--- src/rtl/unary_stream_counter.sv ---
// Counts ones over a LENGTH-bit unary stream; UNARY_BOUNDS_OUT_EN adds progressive lower/upper bounds.
// Latency: out_valid rises 1 cycle after the LENGTH-th accepted bit; all outputs registered or state-decoded.
// Backpressure: result held in HOLD (in_ready=0) until out_ready; start with out_ready chains streams.
module unary_stream_counter #(
    parameter int LENGTH      = 32,
    parameter int COUNT_WIDTH = $clog2(LENGTH + 1)
) (
    input  logic                   clk,
    input  logic                   reset,
    input  logic                   start,
    input  logic                   in_bit,
    input  logic                   in_valid,
    output logic                   in_ready,
    output logic                   out_valid,
    input  logic                   out_ready,
    output logic [COUNT_WIDTH-1:0] out_value,
    output logic                   busy
`ifdef UNARY_BOUNDS_OUT_EN
    ,
    output logic [COUNT_WIDTH-1:0] lower_bound,
    output logic [COUNT_WIDTH-1:0] upper_bound
`endif
);

    typedef enum logic [1:0] {
        IDLE    = 2'd0,
        COLLECT = 2'd1,
        HOLD    = 2'd2
    } state_t;

    localparam logic [COUNT_WIDTH-1:0] LEN_C  = COUNT_WIDTH'(LENGTH);
    localparam logic [COUNT_WIDTH-1:0] LAST_C = COUNT_WIDTH'(LENGTH - 1);

    state_t                 state_q, state_d;
    logic [COUNT_WIDTH-1:0] bit_cnt_q, bit_cnt_d;
    logic [COUNT_WIDTH-1:0] ones_cnt_q, ones_cnt_d;
    logic [COUNT_WIDTH-1:0] value_q, value_d;

    always_comb begin
        state_d    = state_q;
        bit_cnt_d  = bit_cnt_q;
        ones_cnt_d = ones_cnt_q;
        value_d    = value_q;
        case (state_q)
            IDLE: begin
                if (start) begin
                    bit_cnt_d  = '0;
                    ones_cnt_d = '0;
                    state_d    = COLLECT;
                end
            end
            COLLECT: begin
                // start aborts the stream and wins over a same-cycle data bit
                if (start) begin
                    bit_cnt_d  = '0;
                    ones_cnt_d = '0;
                end else if (in_valid) begin
                    bit_cnt_d  = bit_cnt_q + 1'b1;
                    ones_cnt_d = ones_cnt_q + COUNT_WIDTH'(in_bit);
                    if (bit_cnt_q == LAST_C) begin
                        value_d = ones_cnt_q + COUNT_WIDTH'(in_bit);
                        state_d = HOLD;
                    end
                end
            end
            HOLD: begin
                if (out_ready) begin
                    if (start) begin
                        bit_cnt_d  = '0;
                        ones_cnt_d = '0;
                        state_d    = COLLECT;
                    end else begin
                        state_d = IDLE;
                    end
                end
            end
            default: state_d = IDLE;
        endcase
    end

    always_ff @(posedge clk) begin
        if (reset) begin
            state_q    <= IDLE;
            bit_cnt_q  <= '0;
            ones_cnt_q <= '0;
            value_q    <= '0;
        end else begin
            state_q    <= state_d;
            bit_cnt_q  <= bit_cnt_d;
            ones_cnt_q <= ones_cnt_d;
            value_q    <= value_d;
        end
    end

    assign in_ready  = (state_q == COLLECT);
    assign busy      = (state_q == COLLECT);
    assign out_valid = (state_q == HOLD);
    assign out_value = value_q;

`ifdef UNARY_BOUNDS_OUT_EN
    logic [COUNT_WIDTH-1:0] lower_q, lower_d;
    logic [COUNT_WIDTH-1:0] upper_q, upper_d;

    // Counters saturate at LENGTH on completion, so both bounds collapse onto the result in HOLD.
    always_comb begin
        lower_d = ones_cnt_d;
        upper_d = ones_cnt_d + (LEN_C - bit_cnt_d);
    end

    always_ff @(posedge clk) begin
        if (reset) begin
            lower_q <= '0;
            upper_q <= LEN_C;
        end else begin
            lower_q <= lower_d;
            upper_q <= upper_d;
        end
    end

    assign lower_bound = lower_q;
    assign upper_bound = upper_q;
`endif

endmodule

--- config.mk ---
export PLATFORM = sky130hd
export DESIGN_NAME = unary_stream_counter
export DESIGN_NICKNAME = d
export VERILOG_FILES = /design/src/rtl/unary_stream_counter.sv
export SDC_FILE = /design/constraint.sdc
export NUM_CORES = 1
export LEC_CHECK = 0
export BUFFER_PORTS_ARGS = -buffer_cell sky130_fd_sc_hd__buf_2
export CORE_MARGIN = 5
export CORE_UTILIZATION = 62
export CTS_BUF_LIST = sky130_fd_sc_hd__clkbuf_2 sky130_fd_sc_hd__clkbuf_4 sky130_fd_sc_hd__clkbuf_8
export DETAILED_ROUTE_END_ITERATION = 10
export GPL_TIMING_DRIVEN = 0
export PLACE_DENSITY = 0.86
export SKIP_LAST_GASP = 1
export SLEW_MARGIN = 20
export SYNTH_ARGS = -nofsm -noshare
export SYNTH_HDL_FRONTEND = slang
export SYNTH_SLANG_ARGS = --single-unit
--- constraint.sdc ---
create_clock -name clk -period 3.6 [get_ports clk]
set_input_delay 0.18 -clock clk [delete_from_list [all_inputs] [get_ports clk]]
set_output_delay 0.18 -clock clk [all_outputs]
set_load 0.05 [all_outputs]
======== Word level (Yosys, flattened, before mapping) ========
Index checks and enable logic that the tools add are counted.
cells by class
  $add $sub $neg .......................... 2
  equality and inequality tests ........... 9
  mux-type cells .......................... 17
  bitwise gates (word level) .............. 1
  reduce and logical (&&, ||, !) cells .... 5
operator list
  kind                   count
  $mux W6                8
  $pmux W6 S3            2
  $mux W2                5
  $add A6 B1 Y6          1
  $add A6 B1 Y6 const B  1
  $eq A6 B5 Y1 const B   1
  $ne A2 B2 Y1 const B   3
  $pmux W2 S3            1
  $reduce_and A5 Y1      1
  $ne A2 B1 Y1 const B   2
  $reduce_and A4 Y1      1
  $ne A3 B3 Y1 const B   1
  $reduce_and A3 Y1      1
  $reduce_bool A3 Y1     1
  $eq A2 B1 Y1 const B   1
  $eq A2 B2 Y1 const B   1
  $logic_not A2 Y1       1
  $mux W1                1
  $not A1 Y1             1
storage, ports and cells
  bits in registers ....................... 20
  input bits .............................. 6
  output and inout port bits .............. 9
  word-level logic and storage cells ...... 38

======== Logic depth before layout (Yosys ltp) ========
Gate-level depths: netlist of the first run.
  word-level depth ........................ 5
  gate-level depth with buffers ........... 6
  gate-level depth less buffers ........... 6

======== Worst setup path before layout of the first run ========
OpenSTA, ideal clock, no wires.
  kind .................................... register to register
  start point ............................. register state_q[0]
  end point ............................... register bit_cnt_q[5]
  library setup time ...................... 74 ps
  data arrival time ....................... 1337 ps
  required time ........................... 3526 ps
  slack ................................... 2189 ps
  stages on the path, launching flop included .. 6
  path buffers ............................ 1
  clock period less this slack ............ 1411 ps
  cells stage by stage .................... dfxtp_1 > nor2b_4 > and3b_2 > buf_6 > nand3_1 > a31oi_1
between the ends
  word-level cells in the longest chain between the ends .. 3
  elaborated cells on any way between the ends .. 8
  those cells by class .................... eq/ne (4); mux (1); reduce/logical (3)
ends and longest elaborated chain
  element                                                       line  source
  from (decl)                                                   34    state_t state_q, state_d;
  from (signal assigned)                                        88    state_q <= state_d;
  $eq A2 B1 Y1 (*)                                              n/a
  net busy                                                      17    output logic busy
  $ne A3 B3 Y1 (no line) or $reduce_bool A3 Y1 (tied branches)  n/a
  $reduce_and A3 Y1 (no line)                                   n/a
  to (signal assigned)                                          89    bit_cnt_q <= bit_cnt_d;
  to (decl)                                                     35    logic [COUNT_WIDTH-1:0] bit_cnt_q, bit_cnt_d;
The timed path passes the listed nets; every way through them passes the cells marked *.
A chain may end at the register's enable or synchronous reset.

======== Worst setup path in the final report of the first run ========
  start point ............................. register state_q[0]
  end point ............................... output port in_ready
between the ends
  word-level cells in the longest chain between the ends .. 1
ends and longest elaborated chain
  element       line  source
  $eq A2 B1 Y1  95    assign in_ready = (state_q == COLLECT);
  to (decl)     13    output logic in_ready,
No other way between the ends.

==> metrics.md, run 1 <==
| Metric | Value |
|---|---|
| Final slew viol count | 0 |
| Buffers and inverters on the worst path | 2 |
| Routability Congestion | 0.784 |
| Number of setup buffers added after CTS | 0 |
| Skew final | 0.00320 ns |
| Dpl cell area | 0.00106 mm² |
| Tightest Hold Check Type | input port to flip-flop |
| Row count | 14 |
| CTS tree | yes |
| Setup violators final | 0 |
| Max Buffers Root-to-Sink | 2 |
| Total number of vias | 828 |
| Post-synth cell types | 33 |
| RSZ-0062 raised after global routing | no |
| # nets final | 134 |
| Crit path max-delay cell type | dfxtp_1 |
| Clock Root Buffer | clkbuf_4 |
| Post-Route WL | 2.07 mm |
| CP cell instances | nor2b_4 > buf_4 > buf_2 |
| F_max | 0.625 GHz |
| Worst reg2reg startpoint | bit_cnt_q[0] |
| Drc violations | 0 |
| Worst Tran Pin Value | 0.379 ns |
| Number of antenna violations at the first check in global routing | 0 |
| Synthesized net count | 116 |
| Ys async rst share | 0 |
| Crit path capture type | primary output |
| Die footprint | 0.00247 mm² |
| Initial core utilization | 0.649 |
| Critical Path AT | 1.42 ns |
| Top cells by area, synth | dfxtp_1 (41%), nor2_1 (7.3%), mux2i_1 (5.1%), a22oi_1 (4.6%), nand3_1 (4.1%) |
| Post-detail-place hpwl | 1.56 mm |
| Total of warnings raised by yosys | 0 |
| Skew-Pair Late Insertion Delay | 0.30 ns |
| Min cycle time layout | 1.60 ns |
| Hold-fix buffers at CTS | 0 |
| Gate Count Post-Synth | 107 |
| Worst VDD drop | 376 µV |
| Critical Path End | in_ready |
| Share of post-route cells with drive strength above 1 | 0.203 |
| Highest-count cells in the layout ignoring fill and taps | dfxtp_1 (20), nor2_1 (19), buf_2 (13) |
| Post_cts resized | 0 |
| Setup CP Type | flip-flop to primary output |
| Leak | 0.444 nW |
| Design area | 0.00108 mm² |
| Main synth FF type | dfxtp_1 |
| I/O Buffers | 13 |
| Vias/cell | 5.96 |
| Sequential area share after synthesis | 0.410 |
| End of the worst register-to-register path | out_value[3] |
| First-pass GRT wire length | 3.49 mm |
| Die extent in x | 49.7 µm |
| Yosys top cell by area | dfxtp_1 |
| Top-area cell type share of the netlist area | 0.410 |
| Worst Path Required | 3.42 ns |
| Diode count | 0 |
| Power per cell area | 338 mW/mm² |
| Largest net degree at the start of global routing | 11 |
| IO Pins | 15 |
| Worst Setup SP | state_q[0] |
| H-tree levels | 1 |
| GRT Overall Usage | 0.188 |
| Hold Slack | 0.227 ns |
| Number of global-route vias before repair | 788 |
| Final period utilization | 0.445 |
| Iteration-0 DRC Markers | 32 |
| CORE AREA | 0.00151 mm² |
| Reg2Reg Depth | 6 |
| Outcome | complete, no violations |
| Drt pass-1 iters | 4 |
| Worst slew margin relative to its limit | 0.745 |
| Type of origin of the critical path | flip-flop |
| Post-synth EDFFs | 0 |
| Routed len/inst | 14.9 µm |
| Worst-path fanout max | 8 |
| Setup TNS | 0 ns |
| Final hold vios | 0 |
| Stages on the worst setup path | 3 |
| Number of CTS-inserted buffers | 3 |
| Hold_sp | reset |
| Final ANT Viol Nets | 0 |
| Commonest non-fill, non-tap cell in the layout | dfxtp_1 |
| Max incr delay on CP | 0.52 ns |
| Synth Register Bits | 20 |
| FF-to-FF setup slack | 2.02 ns |
| Syn Std Cell Area | 977 µm² |
| Congestion Overflow GR | 0 |
| # Max-Cap Violations | 0 |
| Die Y | 49.7 µm |
| CTS clk-pin slew, worst paths | 0.10 ns |
| Syn-to-layout area delta | 11.0% |
| TritonCTS Sinks | 20 |
| Avg Inst Size Synth | 9.13 µm² |
| Delay-heaviest family, CP | flip-flops |
[per-stage QoR]
stage,power [mW],std cells,utilization,worst slack [ns]
after floorplan,0.257,107,-,2.19
after global placement,0.266,136,0.705,2.12
after detailed placement,0.267,136,0.705,2.04
after CTS,0.369,139,0.720,2.00
after global routing,0.384,139,0.720,1.88
final,0.366,139,0.720,2.00
[worst min-delay path by stage]
stage,cells after the start,endpoint
2_1_floorplan,2,ones_cnt_q[5]
3_3_place_gp,2,out_value[4]
3_5_place_dp,2,ones_cnt_q[5]
4_1_cts,2,ones_cnt_q[4]
5_1_grt,2,ones_cnt_q[4]
6_report,2,ones_cnt_q[4]
[cell families after synthesis]
| kind of cell | synth area share |
|---|---|
| AND/OR/NAND/NOR | 0.257 |
| AO/OA/AOI/OAI | 0.150 |
| flip-flops | 0.410 |
| buffers and inverters | 0.0576 |
| multiplexers | 0.0512 |
| XOR/XNOR | 0.0359 |
| adder cells (fa/ha/maj) | 0.0384 |
[worst register-to-register path: stages, from the launching register on]
cell	delay [ns]
dfxtp_1	0.41
ha_1	0.19
nand3_1	0.13
and4bb_1	0.31
buf_6	0.15
mux2i_1	0.21
nor2_1	0.06
[report_power, final]
group	internal (mW)	switching [mW]	total [mW]	leakage [nW]
Sequential	0.223	0.00296	0.226	0.161
Combinational	0.0131	0.0236	0.0367	0.269
Clock	0.0391	0.0649	0.104	0.0138
[flip-flops by register name (all words and copies together) (netlist names)]
register / flops
ones_cnt_q: 6
bit_cnt_q: 6
out_value: 6
state_q: 2
[area by class of cell]
type	instances	area, µm²
Sequential cell	20	400
Inverter	3	11.3
Multi-Input combinational cell	78	520
Buffer	6	45.0
Clock buffer	3	22.5
Fill cell	125	422
Tap cell	16	20.0
Timing Repair Buffer	13	65.1
[Yosys cell counts, types with 3 or more instances]
library cell  instances
mux2i_1               5
inv_1                 3
nand3_1               8
o21ai_0               4
a22oi_1               6
nor2_1               19
a21oi_1               4
ha_1                  3
dfxtp_1              20
or3_1                 3
[metal layers]
metal | up-vias | global-route usage | wire [µm]
met5 | - | 0 | 0
met4 | 0 | 0.131 | 77
li1 | 413 | - | -
met2 | 24 | 0.318 | 1080
met1 | 382 | 0.199 | 825
met3 | 9 | 0.0512 | 90
No activity file was read; power rests on OpenSTA's default activity.
==> inputs of run 2 (changes only) <==
Settings changed: CORE_UTILIZATION 62 to 52, PLACE_DENSITY 0.86 to 0.77.
Clock period 3.6 ns to 1.46 ns, I/O delays scaled along.
==> metrics.md, run 2 (synthesis results as in run 1) <==
| Metric | Value |
|---|---|
| Clock Root Buffer | clkbuf_4 |
| Max incr delay on CP | 0.37 ns (-0.15 ns) |
| Die extent in x | 53.4 µm (+7.3%) |
| Crit path capture type | flip-flop |
| Commonest non-fill, non-tap cell in the layout | nor2_1 |
| CTS clk-pin slew, worst paths | 0.11 ns (about the same) |
| P_sw | 0.245 mW (+170%) |
| Worst-path fanout max | 8 (unchanged) |
| Final ANT Viol Nets | 0 (unchanged) |
| Power per cell area | 909 mW/mm² (+170%) |
| Max Buffers Root-to-Sink | 2 (unchanged) |
| TritonCTS Sinks | 20 (unchanged) |
| Final period utilization | 1.00 |
| H-tree levels | 1 (unchanged) |
| Post-Route WL | 2.14 mm (+3.5%) |
| Vias/cell | 5.40 (-9.3%) |
| Iteration-0 DRC Markers | 8 (-75%) |
| F_max | 0.683 GHz |
| Worst slew margin relative to its limit | 0.734 (-0.0108) |
| Hold-fix buffers at CTS | 0 (unchanged) |
| Net Sw Frac | 0.221 (-0.0287) |
| Min cycle time layout | 1.46 ns |
| Setup violators final | 1 (+1) |
| Syn-to-layout area delta | 24.7% |
| IO Pins | 15 (unchanged) |
| Leak | 0.486 nW (+9.5%) |
| Worst Tran Pin Value | 0.399 ns (+0.0202 ns) |
| Worst VDD drop | 606 µV (+61%) |
| Number of antenna violations at the first check in global routing | 0 (unchanged) |
| Drc violations | 0 (unchanged) |
| Initial core utilization | 0.554 (-0.0948) |
| Crit path max-delay cell type | dfxtp_2 |
| RSZ-0062 raised after global routing | yes |
| # nets final | 139 (+3.7%) |
| Final slew viol count | 0 (unchanged) |
| Number of global-route vias before repair | 797 (+1.1%) |
| Routed len/inst | 13.9 µm (-6.6%) |
| Fin util | 0.691 (-0.0293) |
| I/O Buffers | 13 (unchanged) |
| CP cell instances | ha_4 > nand3_4 > and4bb_1 > buf_6 > mux2i_2 > nor2_1 |
| Setup CP Type | flip-flop to flip-flop |
| First-pass GRT wire length | 3.39 mm (-3.0%) |
| Congestion Overflow GR | 0 (unchanged) |
| Drt pass-1 iters | 4 (unchanged) |
| Type of origin of the critical path | flip-flop |
| Total number of vias | 832 (+0.48%) |
| CTS tree | yes |
| Routability Congestion | 0.781 (-0.32%) |
| Share of post-route cells with drive strength above 1 | 0.310 (+0.107) |
| Number of CTS-inserted buffers | 3 (unchanged) |
| Flop pwr share | 0.503 (-0.113) |
| Final WS setup | -0.00438 ns (-2.00 ns) |
| Outcome | finished with violations |
| Internal power | 0.863 mW (+210%) |
| Die footprint | 0.00285 mm² (+15%) |
| Die Y | 53.4 µm (+7.3%) |
| GRT Overall Usage | 0.166 (-0.0223) |
| Highest-count cells in the layout ignoring fill and taps | nor2_1 (19), dfxtp_1 (17), buf_2 (13) |
| Final hold vios | 0 (unchanged) |
| Failing checks | setup timing |
| Delay-heaviest family, CP | simple AND/OR/NAND/NOR gates |
| Skew-Pair Late Insertion Delay | 0.31 ns (about the same) |
| Combinational group share of total power | 0.086 (-0.014) |
| Tightest Hold Check Type | input port to flip-flop |
| Clock power share | 0.412 (+0.128) |
| Worst Path Required | 1.66 ns (-1.76 ns) |
| Diode count | 0 (unchanged) |
| Post-detail-place hpwl | 1.40 mm (-10%) |
| Buffers and inverters on the worst path | 1 (-1) |
| CORE AREA | 0.00176 mm² (+17%) |
| Largest net degree at the start of global routing | 13 (+2) |
| # Max-Cap Violations | 0 (unchanged) |
| Critical Path AT | 1.67 ns (+0.25 ns) |
| Dpl cell area | 0.00107 mm² (+1.1%) |
| Skew final | 0.00213 ns (-0.00107 ns) |
| Row count | 15 (+1) |
| Design area | 0.00122 mm² (+12%) |
[run 2: cell types whose count changed in the layout (fill, tap and decap cells not counted), sizes merged]
cell,before,now
bufinv,0,1
buf,17,22
[run 2: what timing repair did]
item | CTS | global route
resized for setup | 3 | 9
buffers inserted | 2 | 3
setup endpoints to repair | 7 | 7
pin swaps | 1 | 3
[run 2: stage by stage]
step	hold WS (ns)	std cells	power [mW]	setup TNS [ns]	worst slack [ns]
after floorplan	0.325	107	0.633	0	0.0486
after global placement	0.429	145	0.656	-0.112	-0.0255
after CTS	0.101	151	1.11	-0.0129	-0.0129
final	0.105	154	1.11	-0.00438	-0.00438
after detailed placement	0.429	145	0.658	-0.246	-0.0841
after global routing	0.117	154	1.16	-0.181	-0.0906
[run 2: cell type report]
cell class	count	area, µm²
buffer	6	45.0
clock buffer	3	22.5
clock inverter	1	30.0
fill	150	546
inverter	3	11.3
multi-input combinational	78	572
sequential	20	404
tap	25	31.3
timing repair buffer	18	103
[run 2: power groups by stage]
| stage | sequential [mW] | combinational [mW] | clock [mW] |
|---|---|---|---|
| 2_1_floorplan | 0.567 | 0.0665 | 0 |
| 3_3_place_gp | 0.568 | 0.0881 | 0 |
| 3_5_place_dp | 0.568 | 0.0899 | 0 |
| 4_1_cts | 0.556 | 0.0920 | 0.462 |
| 5_1_grt | 0.557 | 0.102 | 0.496 |
| 6_report | 0.557 | 0.0951 | 0.456 |
[run 2: path summary, 6_finish.rpt]
check / from / endpoint / slack (ns) / depth (start not counted)
min: reset / ones_cnt_q[3] / 0.10 / 2
max: bit_cnt_q[1] / out_value[3] / -0.004 / 6
min reg2reg: out_value[4] / out_value[4] / 0.50 / 2
max reg2reg: bit_cnt_q[1] / out_value[3] / -0.004 / 6
[run 2: metal layers]
layer / global-route usage / wire length, µm / up-vias / share of wire
li1: - / - / 424 / -
met1: 0.201 / 965 / 387 / 0.45
met2: 0.265 / 1040 / 14 / 0.48
met3: 0.0592 / 84 / 7 / 0.039
met4: 0.0638 / 55 / 0 / 0.026
met5: 0 / 0 / - / 0
